**config.mk**
```make
export PLATFORM = sky130hd
export DESIGN_NAME = sram_stream_bridge
export DESIGN_NICKNAME = d
export VERILOG_FILES = /design/src/rtl/sram_stream_bridge.sv
export SDC_FILE = /design/constraint.sdc
export NUM_CORES = 1
export LEC_CHECK = 0
export ABC_AREA = 1
export BUFFER_PORTS_ARGS = -buffer_cell sky130_fd_sc_hd__buf_4
export CAP_MARGIN = 20
export CORE_MARGIN = 2
export CORE_UTILIZATION = 56
export CTS_CLUSTER_SIZE = 10
export DETAILED_ROUTE_END_ITERATION = 10
export PLACE_DENSITY = 0.92
export SLEW_MARGIN = 30
export SYNTH_ARGS = -nofsm -noshare
export SYNTH_HDL_FRONTEND = slang
export SYNTH_SLANG_ARGS = --single-unit
```
**constraint.sdc**
```tcl
create_clock -name clk -period 3.15 [get_ports clk]
set_clock_uncertainty 0.05 [all_clocks]
set_input_delay 0.945 -clock clk [delete_from_list [all_inputs] [get_ports clk]]
set_output_delay 0.945 -clock clk [all_outputs]
set_load 0.05 [all_outputs]
```
**src/rtl/sram_stream_bridge.sv**
```systemverilog
// rtl/sram_stream_bridge.sv - byte-stream to single-port sync SRAM bridge with burst support
//
// Decodes a command from the rx byte stream and runs 1..16 word bursts
// against an OpenRAM-style synchronous SRAM, auto-incrementing the address.
//   header byte : bit7 = 1 read / 0 write, bits3:0 = burst length-1, bits6:4 ignored
//   address     : ADDR_BYTES bytes, MSB first, bits above ADDR_W discarded
//   write data  : BYTES bytes per word, LSB byte first
//   read data   : BYTES bytes per word returned on tx, LSB byte first
//
// Parameters: DATA_W (word width, multiple of 8), ADDR_W (SRAM address width)
// Optional feature macro: SRAM_BRIDGE_ACK_EN - when defined, a finished write
//   burst answers with one tx byte {4'hA, len-1}; when undefined, writes are silent.
//
// Ports:
//   clk, rst_n            clock, asynchronous active-low reset
//   rx_data/valid/ready   incoming byte handshake
//   tx_data/valid/ready   outgoing byte handshake
//   csb_n, we_n           SRAM chip select / write enable, both active-low
//   sram_addr, sram_din   SRAM address and write data
//   sram_dout             SRAM read data, valid one cycle after the read access
//   busy                  high whenever a command is in progress
module sram_stream_bridge #(
   parameter int DATA_W = 32,
   parameter int ADDR_W = 5
) (
   input  logic              clk,
   input  logic              rst_n,
   input  logic [7:0]        rx_data,
   input  logic              rx_valid,
   output logic              rx_ready,
   output logic [7:0]        tx_data,
   output logic              tx_valid,
   input  logic              tx_ready,
   output logic              csb_n,
   output logic              we_n,
   output logic [ADDR_W-1:0] sram_addr,
   output logic [DATA_W-1:0] sram_din,
   input  logic [DATA_W-1:0] sram_dout,
   output logic              busy
);

   localparam int BYTES      = DATA_W / 8;
   localparam int ADDR_BYTES = (ADDR_W + 7) / 8;
   localparam logic [7:0] BYTES_M1      = 8'(BYTES - 1);
   localparam logic [7:0] ADDR_BYTES_M1 = 8'(ADDR_BYTES - 1);

   typedef enum logic [2:0] {
      S_HDR,
      S_ADDR,
      S_WR_DATA,
      S_WR_MEM,
      S_RD_MEM,
      S_RD_CAP,
      S_RD_SEND,
      S_ACK
   } state_t;

   state_t                  state;
   logic                    rw;
   logic [3:0]              cnt;
   logic [7:0]              idx;
   logic [ADDR_BYTES*8-1:0] addr_sh;
   logic [DATA_W-1:0]       word_buf;
`ifdef SRAM_BRIDGE_ACK_EN
   logic [3:0]              len_m1;
`endif

   logic                    rx_fire;
   logic                    tx_fire;
   logic [ADDR_BYTES*8-1:0] addr_next;
   logic [DATA_W-1:0]       wr_next;
   logic [DATA_W-1:0]       rd_next;

   assign rx_fire = rx_valid & rx_ready;
   assign tx_fire = tx_valid & tx_ready;

   // Address bytes arrive MSB first, so shift left; write bytes arrive LSB
   // first, so shift right and insert at the top; read bytes leave from the
   // bottom of the buffer.
   always_comb begin
      addr_next = addr_sh << 8;
      addr_next[7:0] = rx_data;
      wr_next = word_buf >> 8;
      wr_next[DATA_W-1 -: 8] = rx_data;
      rd_next = word_buf >> 8;
   end

   // Outputs are registered, so each transition sets the values the
   // destination state must present. csb_n/we_n default to idle every cycle,
   // which limits any SRAM access to exactly one cycle.
   always_ff @(posedge clk or negedge rst_n) begin
      if (!rst_n) begin
         state     <= S_HDR;
         rx_ready  <= 1'b0;
         tx_valid  <= 1'b0;
         tx_data   <= 8'h00;
         csb_n     <= 1'b1;
         we_n      <= 1'b1;
         sram_addr <= '0;
         sram_din  <= '0;
         busy      <= 1'b0;
         rw        <= 1'b0;
         cnt       <= 4'd0;
         idx       <= 8'd0;
         addr_sh   <= '0;
         word_buf  <= '0;
`ifdef SRAM_BRIDGE_ACK_EN
         len_m1    <= 4'd0;
`endif
      end else begin
         csb_n <= 1'b1;
         we_n  <= 1'b1;
         case (state)
            S_HDR: begin
               rx_ready <= 1'b1;
               if (rx_fire) begin
                  rw    <= rx_data[7];
                  cnt   <= rx_data[3:0];
`ifdef SRAM_BRIDGE_ACK_EN
                  len_m1 <= rx_data[3:0];
`endif
                  idx   <= 8'd0;
                  busy  <= 1'b1;
                  state <= S_ADDR;
               end
            end

            S_ADDR: begin
               if (rx_fire) begin
                  addr_sh <= addr_next;
                  if (idx == ADDR_BYTES_M1) begin
                     sram_addr <= addr_next[ADDR_W-1:0];
                     idx       <= 8'd0;
                     if (rw) begin
                        rx_ready <= 1'b0;
                        csb_n    <= 1'b0;
                        state    <= S_RD_MEM;
                     end else begin
                        state <= S_WR_DATA;
                     end
                  end else begin
                     idx <= idx + 8'd1;
                  end
               end
            end

            S_WR_DATA: begin
               if (rx_fire) begin
                  word_buf <= wr_next;
                  if (idx == BYTES_M1) begin
                     // Only a complete word ever reaches the SRAM.
                     idx      <= 8'd0;
                     rx_ready <= 1'b0;
                     csb_n    <= 1'b0;
                     we_n     <= 1'b0;
                     sram_din <= wr_next;
                     state    <= S_WR_MEM;
                  end else begin
                     idx <= idx + 8'd1;
                  end
               end
            end

            S_WR_MEM: begin
               sram_addr <= sram_addr + 1'b1;
               if (cnt == 4'd0) begin
`ifdef SRAM_BRIDGE_ACK_EN
                  tx_valid <= 1'b1;
                  tx_data  <= {4'hA, len_m1};
                  state    <= S_ACK;
`else
                  rx_ready <= 1'b1;
                  busy     <= 1'b0;
                  state    <= S_HDR;
`endif
               end else begin
                  cnt      <= cnt - 4'd1;
                  rx_ready <= 1'b1;
                  state    <= S_WR_DATA;
               end
            end

            S_RD_MEM: begin
               state <= S_RD_CAP;
            end

            S_RD_CAP: begin
               word_buf <= sram_dout;
               tx_data  <= sram_dout[7:0];
               tx_valid <= 1'b1;
               idx      <= 8'd0;
               state    <= S_RD_SEND;
            end

            S_RD_SEND: begin
               if (tx_fire) begin
                  if (idx == BYTES_M1) begin
                     tx_valid  <= 1'b0;
                     idx       <= 8'd0;
                     sram_addr <= sram_addr + 1'b1;
                     if (cnt == 4'd0) begin
                        rx_ready <= 1'b1;
                        busy     <= 1'b0;
                        state    <= S_HDR;
                     end else begin
                        cnt   <= cnt - 4'd1;
                        csb_n <= 1'b0;
                        state <= S_RD_MEM;
                     end
                  end else begin
                     idx      <= idx + 8'd1;
                     word_buf <= rd_next;
                     tx_data  <= rd_next[7:0];
                  end
               end
            end

            S_ACK: begin
               if (tx_fire) begin
                  tx_valid <= 1'b0;
                  rx_ready <= 1'b1;
                  busy     <= 1'b0;
                  state    <= S_HDR;
               end
            end

            default: begin
               rx_ready <= 1'b0;
               tx_valid <= 1'b0;
               busy     <= 1'b0;
               state    <= S_HDR;
            end
         endcase
      end
   end

endmodule

```
==> qor.csv, run 1 <==
metric,value,unit
Placed Area,0.00543,mm2
Hold Path Stages,2,
number of diodes,0,
Hold Crit Class,flop to flop,
Yosys top cell area share,47.4,%
Skew-Pair Late Insertion Delay,0.35,ns
Final Worst Setup Slack,1.09,ns
Root Buffer,clkbuf_8,
total CTS buffers,9,
global-route wire length before repair,18100,um
WS Path Type,flop to flop,
WL/cell,14.4,um
DRC violations left,0,
clock-pin slew on the worst setup and hold paths,0.09,ns
DRT Wirelength,11100,um
placed cells,755,
vias in the first global route,3897,
Max Root-Sink Buffers,2,
Cell Rows,33,
Post-Syn Area,0.00465,mm2
die span in x,95.1,um
R2R depth,8,
RD Place Congestion,0.920,
io pins,94,
Worst Max-Slew Pin Slew,0.595,ns
synth unique cells,33,
First DRT Iteration DRCs,239,
Hold Fails Final Rpt,0,
largest cells by area after synthesis,"dfrtp_1 (47%), nand2_1 (12%), o21ai_0 (11%)",
area grow syn2layout,20.9,%
Final #Nets,709,
CTS Sinks,90,
Core Region,0.00813,mm2
Mapped Avg Cell Area,8.14,um2
post-route insts no fill,771,
Die Y-Extent,95.1,um
Slew HR,59.9,%
Layout fillers,636,
reg2reg setup slack,1.09,ns
via count of the routed design,4126,
CP Cell Sequence,ha_1 -> nand2_1 -> nor2_2 -> nor2_4 -> o21ai_4 -> buf_12 -> nand2_2 -> o21ai_2,
Crit Path Max Fanout,32,
H-tree depth,3,
initial antenna violation count,0,
maximum vdd drop,0.000545,V
cell count after synthesis,571,
total nets after synthesis,619,
Die ar.,0.00905,mm2
drt via density,5.35,
P_leak,2.95,nW
final instance area,0.00562,mm2
Synth Warn #,0,
final setup fails,0,
"Req. time, crit path",3.37,ns
CTS Hold Bufs,0,
share of layout cells above drive strength 1,26.6,%
status,finished clean,
"Slew Viols, Final",0,
post-route ant nets,0,
max incr delay on CP,0.41,ns
Worst setup EP type,flop,
TNS Setup,0,ns
Critical Path AT,2.28,ns
First-pass DRT Iterations,5,
CTS tree,built,
Post-CTS Setup Repair Bufs,0,
pin count of the biggest net entering global routing,66,
hold wc startpoint,cnt[1]$_DFFE_PN0P_,
Crit Reg-Reg Startpoint,idx[0]$_DFFE_PN0P_,
CTS resizes,0,
total grt overflow,0,
Fmax,485,MHz
register bit total from synthesis,90,
Final period util,65.4,%
Startpoint Class,flop,
total track usage,25.6,%
RSZ-0062 raised after global routing,no,
Period minus WS final,2.06,ns
"worst slack, placed",0.829,ns
pwr dens,887,mW/mm2
post-DP HPWL,8090,um
Tot Pwr,4.99,mW
Initial Util,57.2,%
worst hold endpoint,cnt[1]$_DFFE_PN0P_,
CP max-delay cell,o21ai_4,
"area leader, netlist",dfrtp_1,
# port buffers,93,
register area share after synthesis,48.5,%
MaxCap Viol Count,0,
worst r2r dst,word_buf[19]$_DFFE_PN0P_,
## cells in the final DEF, fill, tap and decap left out, types with 6 or more instances in the layout
cell	netlist	routed
nand2_1	152	152
o21ai_0	100	100
buf_4	1	96
dfrtp_1	88	88
inv_1	67	67
nand3_1	32	31
o21ai_2	22	21
nand2_2	17	17
nor2_1	16	16
o21ai_1	10	10
clkbuf_8	0	9
xor2_1	6	6
## sequential cells by signal, summed over array words and instances (netlist names)
signal	cells
busy	1
cnt	4
csb_n	1
idx	8
rw	1
rx_ready	1
sram_addr	5
sram_din	32
state	3
tx_data	8
tx_valid	1
we_n	1
word_buf	24
## cell type report
type | count | area, um2 | share of cell area, %
inverters | 74 | 284 | 5.05
repair buffers | 98 | 761 | 13.5
multi-input cells | 388 | 2000 | 35.6
well taps | 105 | 131 | 2.34
clock buffers | 10 | 128 | 2.27
clock inverters | 6 | 65.1 | 1.16
flip-flops and latches | 90 | 2250 | 40.1
## cells in the mapped netlist
master and n:
o21ai_1 10, o211ai_1 2, inv_2 4, inv_1 67
xor2_1 6, nor2_4 3, nor3b_1 1, clkbuf_1 7
nand2_4 4, nor2_1 16, inv_4 2, ha_1 4
nor3_1 2, nand3_2 1, nand3b_1 3, o21ai_2 22
buf_4 1, a21oi_1 4, buf_12 2, clkinv_2 1
dfstp_2 2, dfrtp_1 88, nand4_1 2, nor2_8 1
nand2_1 152, or2_2 1, a21oi_4 1, o21ai_0 100
buf_2 8, nand2_2 17, nand3_1 32, nor2_2 4
buf_6 1
## through the flow
stage	util [%]	hold WS [ns]
final	69.1	0.437
after global routing	69.1	0.458
after CTS	69.1	0.434
after detailed placement	66.8	0.416
after global placement	66.8	0.407
after floorplan	-	0.392
## kinds of logic after synthesis
| group | after synthesis | share of synthesized area, % |
|---|---|---|
| XOR/XNOR | 6 | 1.13 |
| AO/OA/AOI/OAI | 139 | 17.1 |
| flip-flops | 90 | 48.5 |
| buffers and inverters | 93 | 8.80 |
| adder cells (fa/ha/maj) | 4 | 1.08 |
| AND/OR/NAND/NOR | 239 | 23.4 |
## critical path, delay by kind of cell (launching register included)
kind,cells,cell delay (ns)
AND/OR/NAND/NOR,4,0.56
AO/OA/AOI/OAI,2,0.47
flip-flops,1,0.39
buffers and inverters,1,0.29
adder cells (fa/ha/maj),1,0.21
## where the power goes
| group | internal, mW | switching [mW] | total (mW) |
|---|---|---|---|
| Clock | 0.370 | 0.411 | 0.782 |
| Sequential | 1.47 | 0.228 | 1.69 |
| Combinational | 0.779 | 1.73 | 2.51 |
## per-layer routing
layer	track usage, %	part of all wire [%]	up-vias
met4	7.00	1.3	0
li1	-	-	2008
met3	4.43	5.4	15
met2	43.0	51	137
met5	0	0	-
met1	34.3	42	1966
## worst max path at each step
stage / from / to / slack, ns / cells past startpoint
2_1_floorplan: tx_ready / word_buf[16]$_DFFE_PN0P_ / 1.17 / 9
3_3_place_gp: rx_valid / sram_din[1]$_DFFE_PN0P_ / 0.89 / 6
3_5_place_dp: rx_valid / sram_din[4]$_DFFE_PN0P_ / 0.83 / 7
4_1_cts: idx[0]$_DFFE_PN0P_ / word_buf[19]$_DFFE_PN0P_ / 1.07 / 8
5_1_grt: idx[3]$_DFFE_PN0P_ / word_buf[21]$_DFFE_PN0P_ / 0.94 / 8
6_report: idx[0]$_DFFE_PN0P_ / word_buf[19]$_DFFE_PN0P_ / 1.09 / 8
Note: power is estimated with default switching activity, not from simulation.
==> run 2, diff against run 1 <==
--- a/config.mk
+++ b/config.mk
@@ -9,10 +9,10 @@
 export BUFFER_PORTS_ARGS = -buffer_cell sky130_fd_sc_hd__buf_4
 export CAP_MARGIN = 20
 export CORE_MARGIN = 2
-export CORE_UTILIZATION = 56
+export CORE_UTILIZATION = 50
 export CTS_CLUSTER_SIZE = 10
 export DETAILED_ROUTE_END_ITERATION = 10
-export PLACE_DENSITY = 0.92
+export PLACE_DENSITY = 0.88
 export SLEW_MARGIN = 30
 export SYNTH_ARGS = -nofsm -noshare
 export SYNTH_HDL_FRONTEND = slang
==> constraint.sdc (replaced) <==
create_clock -name clk -period 1.8 [get_ports clk]
set_clock_uncertainty 0.05 [all_clocks]
set_input_delay 0.54 -clock clk [delete_from_list [all_inputs] [get_ports clk]]
set_output_delay 0.54 -clock clk [all_outputs]
set_load 0.05 [all_outputs]
==> qor.csv, run 2 (synthesis gave the netlist of run 1 again) <==
metric,value,unit
CP most frequent cell,nand2_1,
vias in the first global route,4157,
Initial Util,50.8,%
DRT Wirelength,11800,um
post-route ant nets,0,
final instance area,0.00596,mm2
Root Buffer,clkbuf_8,
CP max-delay cell,dfrtp_1,
Worst Max-Slew Pin Slew,0.592,ns
Crit Path Max Fanout,8,
maximum vdd drop,0.00108,V
Largest Register,sram_din,
Final period util,94.8,%
Hold Fails Final Rpt,7,
post-DP HPWL,8640,um
pwr dens,1530,mW/mm2
MaxCap Viol Count,0,
TNS Setup,0,ns
total track usage,23.9,%
max reg flops,32,
Final #Nets,735,
Cell Rows,35,
P_leak,3.09,nW
Largest regs,"sram_din x32, word_buf x24",
failing checks,negative hold slack,
CP Cell Sequence,inv_1 -> ha_1 -> nand2_1 -> o21ai_2 -> nand2_1 -> nor2_4 -> inv_1 -> nand2_1 -> nand2_1,
initial antenna violation count,0,
Fmax,586,MHz
Placed Area,0.00566,mm2
Die ar.,0.0101,mm2
pin count of the biggest net entering global routing,42,
Core Region,0.00915,mm2
H-tree depth,3,
RD Place Congestion,0.925,
clock-pin slew on the worst setup and hold paths,0.11,ns
Max Root-Sink Buffers,2,
Skew-Pair Late Insertion Delay,0.37,ns
"Slew Viols, Final",0,
total grt overflow,0,
area grow syn2layout,28.1,%
"Req. time, crit path",2.00,ns
Hold Crit Class,input pin to async pin,
most frequent cells in the layout,"nand2_1 (146), buf_4 (115), o21ai_0 (97)",
Period minus WS final,1.71,ns
CTS tree,built,
status,finished with violations,
max incr delay on CP,0.41,ns
CTS Sinks,90,
Hold WS,-0.00416,ns
number of diodes,0,
io pins,94,
Startpoint Class,flop,
Worst setup EP type,flop,
First DRT Iteration DRCs,299,
# port buffers,93,
Critical Path AT,1.91,ns
Die Y-Extent,100,um
via count of the routed design,4255,
Slew HR,60.1,%
"most common cell after layout, fill and taps aside",nand2_1,
share of layout cells above drive strength 1,31.6,%
Layout fillers,738,
First-pass DRT Iterations,5,
global-route wire length before repair,19200,um
die span in x,100,um
RSZ-0062 raised after global routing,yes,
total CTS buffers,9,
drt via density,5.30,
WL/cell,14.7,um
final setup fails,0,
WS Path Type,flop to flop,
DRC violations left,0,
[run 2: final cells by class]
cell class,instances,area (um2),area share (%)
Sequential cell,90,2260,37.9
Multi-Input combinational cell,389,2070,34.8
Timing Repair Buffer,123,1030,17.3
Inverter,74,284,4.77
Tap cell,111,139,2.33
Clock buffer,10,128,2.14
Clock inverter,6,48.8,0.819
[run 2: power breakdown]
part | internal, mW | switching [mW] | leakage [nW]
combinational | 1.68 | 3.17 | 1.83
sequential | 2.57 | 0.428 | 1.18
clock | 0.514 | 0.768 | 0.0795
total | 4.76 | 4.36 | 3.09
[run 2: worst max-delay path, delay by kind of cell (launching register included)]
family                     cells  cell delay (ns)
AOI/OAI and AO/OA              1             0.18
adders and majority gates      1             0.14
buffers and inverters          2             0.19
DFF                            1             0.41
and+or+nand+nor                5             0.63
[run 2: routing by layer]
metal / up-vias / GRT usage [%] / wire [um]
li1: 2063 / - / -
met1: 2048 / 30.8 / 5040
met2: 119 / 40.9 / 6010
met3: 25 / 3.55 / 494
met4: 0 / 8.85 / 292
met5: - / 0 / 0
[run 2: per-stage QoR]
stage               setup WS, ns  utilization, %  cells  power, mW  hold slack (ns)
floorplan                 0.0392               -    571       6.29            0.194
global placement          0.0216            61.8    784       7.46            0.407
detailed placement      -0.00447            61.8    784       7.65            0.415
CTS                     0.000425            63.9    800       8.95           0.0113
global route             -0.0292            65.1    803       9.78           0.0230
finish                    0.0939            65.1    803       9.13         -0.00416
[run 2: path summary, 6_finish.rpt]
path                            slack [ns]                       end                from  cells past startpoint
min in group clk                      0.39  sram_din[30]$_DFFE_PN0P_          rx_data[6]                      3
worst min-delay path                -0.004   sram_din[0]$_DFFE_PN0P_               rst_n                      1
worst max register to register        0.09  sram_addr[1]$_DFFE_PN0P_  idx[0]$_DFFE_PN0P_                      9
worst max-delay path                  0.09  sram_addr[1]$_DFFE_PN0P_  idx[0]$_DFFE_PN0P_                      9
worst min register to register        0.44        cnt[1]$_DFFE_PN0P_  cnt[1]$_DFFE_PN0P_                      2
max in group asynchronous             1.11            we_n$_DFF_PN1_               rst_n                      2
[run 2: repair_timing]
item                                    in CTS  in global routing
hold endpoints to repair                     0                  0
gates resized for setup                      2                 22
hold buffers                                 0                  0
setup buffers                                0                  1
gates cloned                                 0                  2
pin swaps                                    0                  3
endpoints found under the setup margin       7                 75
